File: src/rtl/offset_sweep_ctrl.sv
// -----------------------------------------------------------------------------
// offset_sweep_ctrl
//
// Walks the i_offset input of an attached gen_mask block across a programmed,
// inclusive offset range and presents each registered mask to the downstream
// comparator with a valid/ready handshake. Also folds the comparator's
// per-mask match flag into a summary (found flag, lowest matching offset,
// match count).
//
// Ports
//   clk             : clock, all logic on posedge
//   rst             : synchronous active-high reset
//   i_start         : start pulse, accepted only in IDLE
//   i_first_offset  : first offset of the sweep, sampled on accepted start
//   i_last_offset   : last offset (inclusive), sampled on accepted start
//   o_offset        : drives gen_mask.i_offset
//   o_mask_valid    : gen_mask.o_mask corresponds to o_offset
//   i_mask_ready    : comparator accepts the current mask
//   i_match         : comparator result, used only on handshake
//   o_busy          : controller is not idle
//   o_done          : one-cycle pulse at sweep end
//   o_match_found   : at least one handshake reported a match
//   o_match_offset  : offset of the first (lowest) match, 0 if none
//   o_match_count   : number of matching handshakes (saturating)
// -----------------------------------------------------------------------------
// state   | meaning
// --------+--------------------------------------------------------------------
// IDLE    | waiting for i_start; results hold from the previous sweep
// LOAD    | o_offset just changed; gen_mask registers the new mask this cycle
// ISSUE   | mask valid, waiting for the comparator handshake
// DONE    | sweep finished, o_done pulses for this single cycle
// -----------------------------------------------------------------------------
module offset_sweep_ctrl #(
   parameter int SEQ_WIDTH = 40,
   parameter int OFFSET_W  = 7
) (
   input  logic                clk,
   input  logic                rst,
   input  logic                i_start,
   input  logic [OFFSET_W-1:0] i_first_offset,
   input  logic [OFFSET_W-1:0] i_last_offset,
   output logic [OFFSET_W-1:0] o_offset,
   output logic                o_mask_valid,
   input  logic                i_mask_ready,
   input  logic                i_match,
   output logic                o_busy,
   output logic                o_done,
   output logic                o_match_found,
   output logic [OFFSET_W-1:0] o_match_offset,
   output logic [OFFSET_W-1:0] o_match_count
);

   typedef enum logic [1:0] {
      S_IDLE  = 2'd0,
      S_LOAD  = 2'd1,
      S_ISSUE = 2'd2,
      S_DONE  = 2'd3
   } state_t;

   // Offset SEQ_WIDTH itself is the first all-zero mask; sweeping past it
   // would only repeat identical all-zero beats.
   localparam logic [OFFSET_W-1:0] LAST_MAX = OFFSET_W'(SEQ_WIDTH);
   localparam logic [OFFSET_W-1:0] CNT_MAX  = '1;
   localparam logic [OFFSET_W-1:0] ONE      = OFFSET_W'(1);

   state_t              state_q, state_d;
   logic [OFFSET_W-1:0] offset_q, offset_d;
   logic [OFFSET_W-1:0] last_q, last_d;
   logic                found_q, found_d;
   logic [OFFSET_W-1:0] moff_q, moff_d;
   logic [OFFSET_W-1:0] count_q, count_d;

   logic [OFFSET_W-1:0] last_clamped;

   assign last_clamped = (i_last_offset > LAST_MAX) ? LAST_MAX : i_last_offset;

   always_comb begin
      state_d  = state_q;
      offset_d = offset_q;
      last_d   = last_q;
      found_d  = found_q;
      moff_d   = moff_q;
      count_d  = count_q;

      case (state_q)
         S_IDLE: begin
            if (i_start) begin
               last_d  = last_clamped;
               found_d = 1'b0;
               moff_d  = '0;
               count_d = '0;
               if (i_first_offset > last_clamped) begin
                  state_d = S_DONE;
               end else begin
                  offset_d = i_first_offset;
                  state_d  = S_LOAD;
               end
            end
         end

         S_LOAD: begin
            state_d = S_ISSUE;
         end

         S_ISSUE: begin
            if (i_mask_ready) begin
               if (i_match) begin
                  if (count_q != CNT_MAX) begin
                     count_d = count_q + ONE;
                  end
                  // Offsets only ascend, so the first match is the lowest.
                  if (!found_q) begin
                     found_d = 1'b1;
                     moff_d  = offset_q;
                  end
               end
               if (offset_q == last_q) begin
                  state_d = S_DONE;
               end else begin
                  // Cannot wrap: last_q <= SEQ_WIDTH < 2**OFFSET_W.
                  offset_d = offset_q + ONE;
                  state_d  = S_LOAD;
               end
            end
         end

         S_DONE: begin
            state_d = S_IDLE;
         end

         default: begin
            state_d = S_IDLE;
         end
      endcase
   end

   always_ff @(posedge clk) begin
      if (rst) begin
         state_q  <= S_IDLE;
         offset_q <= '0;
         last_q   <= '0;
         found_q  <= 1'b0;
         moff_q   <= '0;
         count_q  <= '0;
      end else begin
         state_q  <= state_d;
         offset_q <= offset_d;
         last_q   <= last_d;
         found_q  <= found_d;
         moff_q   <= moff_d;
         count_q  <= count_d;
      end
   end

   // Handshake-side outputs are decoded from the state register only, so
   // nothing combinational reaches them from i_mask_ready or i_match.
   assign o_offset       = offset_q;
   assign o_mask_valid   = (state_q == S_ISSUE);
   assign o_busy         = (state_q != S_IDLE);
   assign o_done         = (state_q == S_DONE);
   assign o_match_found  = found_q;
   assign o_match_offset = moff_q;
   assign o_match_count  = count_q;

endmodule

File: config.mk
export PLATFORM = sky130hd
export DESIGN_NAME = offset_sweep_ctrl
export DESIGN_NICKNAME = d
export VERILOG_FILES = /design/src/rtl/offset_sweep_ctrl.sv
export SDC_FILE = /design/constraint.sdc
export NUM_CORES = 1
export LEC_CHECK = 0
export CORE_MARGIN = 2
export CORE_UTILIZATION = 40
export DETAILED_ROUTE_END_ITERATION = 7
export PLACE_DENSITY = 0.67
export RECOVER_POWER = 100
export SYNTH_ARGS = -nofsm -noshare
export SYNTH_HDL_FRONTEND = slang
export SYNTH_SLANG_ARGS = --single-unit
File: constraint.sdc
create_clock -name clk -period 2 [get_ports clk]
set_input_delay 0.2 -clock clk [delete_from_list [all_inputs] [get_ports clk]]
set_output_delay 0.2 -clock clk [all_outputs]
set_load 0.01 [all_outputs]
==> results_dict.tcl <==
set metrics [dict create \
    outcome "completed" \
    peakVddDrop_uv 301 \
    setup_viol 0 \
    grt_max_degree 28 \
    cp_cell_sequence "clkdlybuf4s15_1 > o31ai_4 > nand2b_4 > a21oi_4 > nor2b_4 > ha_1 > nand4_1 > buf_4 > o221ai_4 > nand2_4 > mux2i_1" \
    grtUsageMet1_pct 23.6 \
    clock_path_buffers 2 \
    max_freq_mhz 524 \
    async_flop_share_pct 0 \
    hold_viol 0 \
    yosys-top-cells-area "dfxtp_1 36%, a21oi_1 8.9%, ha_1 6.5%, nand3_1 5.5%, nand2_1 5.4%" \
    final_area_um2 2600 \
    utilization_pct 63.6 \
    critPathLaunchType "input pin" \
    synth_top_area_share_pct 35.7 \
    cp_data_arrival_time_ns 2.07 \
    cts_sinks 31 \
    worst_slew_pin_slew_ns 0.574 \
    cp_num_buf_inv 2 \
    wl_per_cell_um 13.8 \
    min_path_type "input pin to flop" \
    placed_area_um2 2400 \
    p_leak_nw 1.14 \
    diodes 0 \
    dp_cells 325 \
    portBuffers 43 \
    drive_gt1_share_pct 19.0 \
    critical_path.slowest_cell "o221ai_4" \
    ys_seq_elements 31 \
    cp_max_fo 6 \
    cts_tree "yes" \
    antenna_found_initial 0 \
    total_power_mw 1.75 \
    maxSlewViolCount 0 \
    grt_use_met2_pct 31.9 \
    min_period_ns 1.91 \
    first_global_vias 1615 \
    finalClockSkew_ns 0.00452 \
    io_pins 44 \
    dr.pass1.iters 4 \
    start_util_pct 42.6 \
    yosysSeqAreaShare_pct 35.7 \
    post-place-ws_ns -0.533 \
    core_area_um2 4090 \
    via_count 1795 \
    antenna_left 0 \
    holdWs_ns 0.327 \
    busiest_layer "met2" \
    final_nets 312 \
    use_met3_pct 4.76 \
    crit_type "input pin to flop" \
    end_kind "flop" \
    gp_congestion 0.813 \
    relSlewSlack_pct 61.7 \
    dp_hpwl_mm 3.43 \
    finalNonFillerCells 334 \
    syn_inst 215 \
    worstPathRequired_ns 2.16 \
    clkTransAtPathRegs_ns 0.06 \
    synthFlopType "dfxtp_1" \
    cts_max_level 2 \
    track_usage_pct 18.9 \
    dieArea_um2 4890 \
    yosysUniqueCellTypes 41 \
    avgSynthCellArea_um2 8.09 \
    synth_area_leader_cell "dfxtp_1" \
    cts_inserted_buffers 5 \
    avgViaCountPerCell 5.37 \
    clock_latency_ns 0.28 \
    drt_iter0_markers 151 \
    netlist_area_um2 1740 \
    post-route-period-util_pct 95.3 \
    cellPowerDensity_nw_per_um2 675 \
    remaining_drc_errors 0 \
    fp.dieW_um 70.0 \
    fin_ws_ns 0.0930 \
    synth_edf_count 0 \
    synth_nets 243 \
    syn_to_final_growth_pct 49.2 \
    slowest_delay_ns 0.26 \
    path_delay_family "compound AO/OA/AOI/OAI gates" \
    rows 23 \
    r2r_slack_ns 0.19 \
    grt_first_pass_wirelength_mm 7.47 \
    setup_tns_ns 0 \
    wl_mm 4.61 \
    ys.warnings.count 0 \
    root_buffer "clkbuf_8" \
    cap_violations 0 \
    overflow 0 \
    die_h_um 70.0 \
]
-- final cells by class --
class                      count  area, µm²
multi-input combinational    171       1170
fill                         373       1490
inverter                       4       15.0
timing repair buffer          71        639
clock inverter                 1       5.00
tap                           50       62.6
clock buffer                   6       82.6
sequential                    31        621
-- path summary, 6_finish.rpt --
kind,from,to,cells after the start
max,i_last_offset[2],o_offset[5]$_SDFFE_PP0P_,11
min,i_last_offset[1],last_q[1]$_SDFFE_PP0P_,4
max reg2reg,state_q[1]$_SDFFE_PP0P_,o_match_count[5]$_SDFFE_PP0P_,6
min reg2reg,o_match_offset[4]$_SDFFE_PP0P_,o_match_offset[4]$_SDFFE_PP0P_,2
-- cells in the mapped netlist (2+ instances only) --
cell type / instances
a211o_1: 3
a211oi_1: 3
a21o_1: 2
a21oi_1: 31
a31o_2: 2
a41oi_1: 2
and2_1: 3
and3_1: 2
buf_2: 4
clkbuf_1: 4
dfxtp_1: 31
ha_1: 9
inv_1: 3
mux2i_1: 6
nand2_1: 25
nand2_2: 2
nand2b_1: 8
nand3_1: 19
nand4_1: 2
nand4b_1: 2
nor2_1: 13
nor3_1: 5
o21ai_0: 7
xor2_1: 10
-- flip-flops by register name, summed over array words and instances (netlist names) --
signal	cells
last_q	7
o_offset	7
state_q	2
o_match_count	7
o_match_offset	7
o_match_found	1
-- placed cells by master, fill, tap and decap left out, types with 3 or more instances in the layout --
cell	count
clkdlybuf4s50_1	13
mux2i_1	6
nor2_1	12
ha_1	7
nand3_1	18
a211o_1	3
o21ai_0	6
nand2_1	24
dlygate4sd3_1	22
a21oi_1	28
inv_1	4
clkbuf_8	6
nor3_1	5
dlymetal6s2s_1	4
xor2_1	10
nand2b_1	7
buf_4	24
dfxtp_1	31
-- per-layer routing --
| metal | vias up | wire length (µm) |
|---|---|---|
| li1 | 904 | - |
| met1 | 837 | 2030 |
| met2 | 48 | 2320 |
| met3 | 6 | 207 |
| met4 | 0 | 58 |
| met5 | - | 0 |
-- timing repair --
item | in CTS | in global routing
hold buffers | 0 | 0
setup buffers | 1 | 1
endpoints found under the setup margin | 8 | 9
gates resized for setup | 13 | 20
pin swaps | 7 | 7
-- power breakdown --
group	switching [mW]	internal [mW]
sequential	0.0550	0.657
combinational	0.283	0.268
clock	0.221	0.269
-- worst reg2reg max path: stages, from the launching register on --
cell and delay [ns]:
dfxtp_1 0.32, or2b_1 0.27, buf_4 0.15, inv_1 0.24
nand2_1 0.11, or4b_1 0.51, a21oi_1 0.14
-- cells by family (layout without fill, tap and decap cells) --
group	after synthesis	after routing	synth area share [%]
AOI/OAI and AO/OA	54	54	19.1
xor gates and xnor gates	11	11	5.54
other	1	1	0.215
adders and majority gates	9	9	6.47
DFF	31	31	35.7
buffers and inverters	13	82	3.09
muxes	6	6	3.45
and+or+nand+nor	90	90	26.5
(Power assumes the default switching activity.)
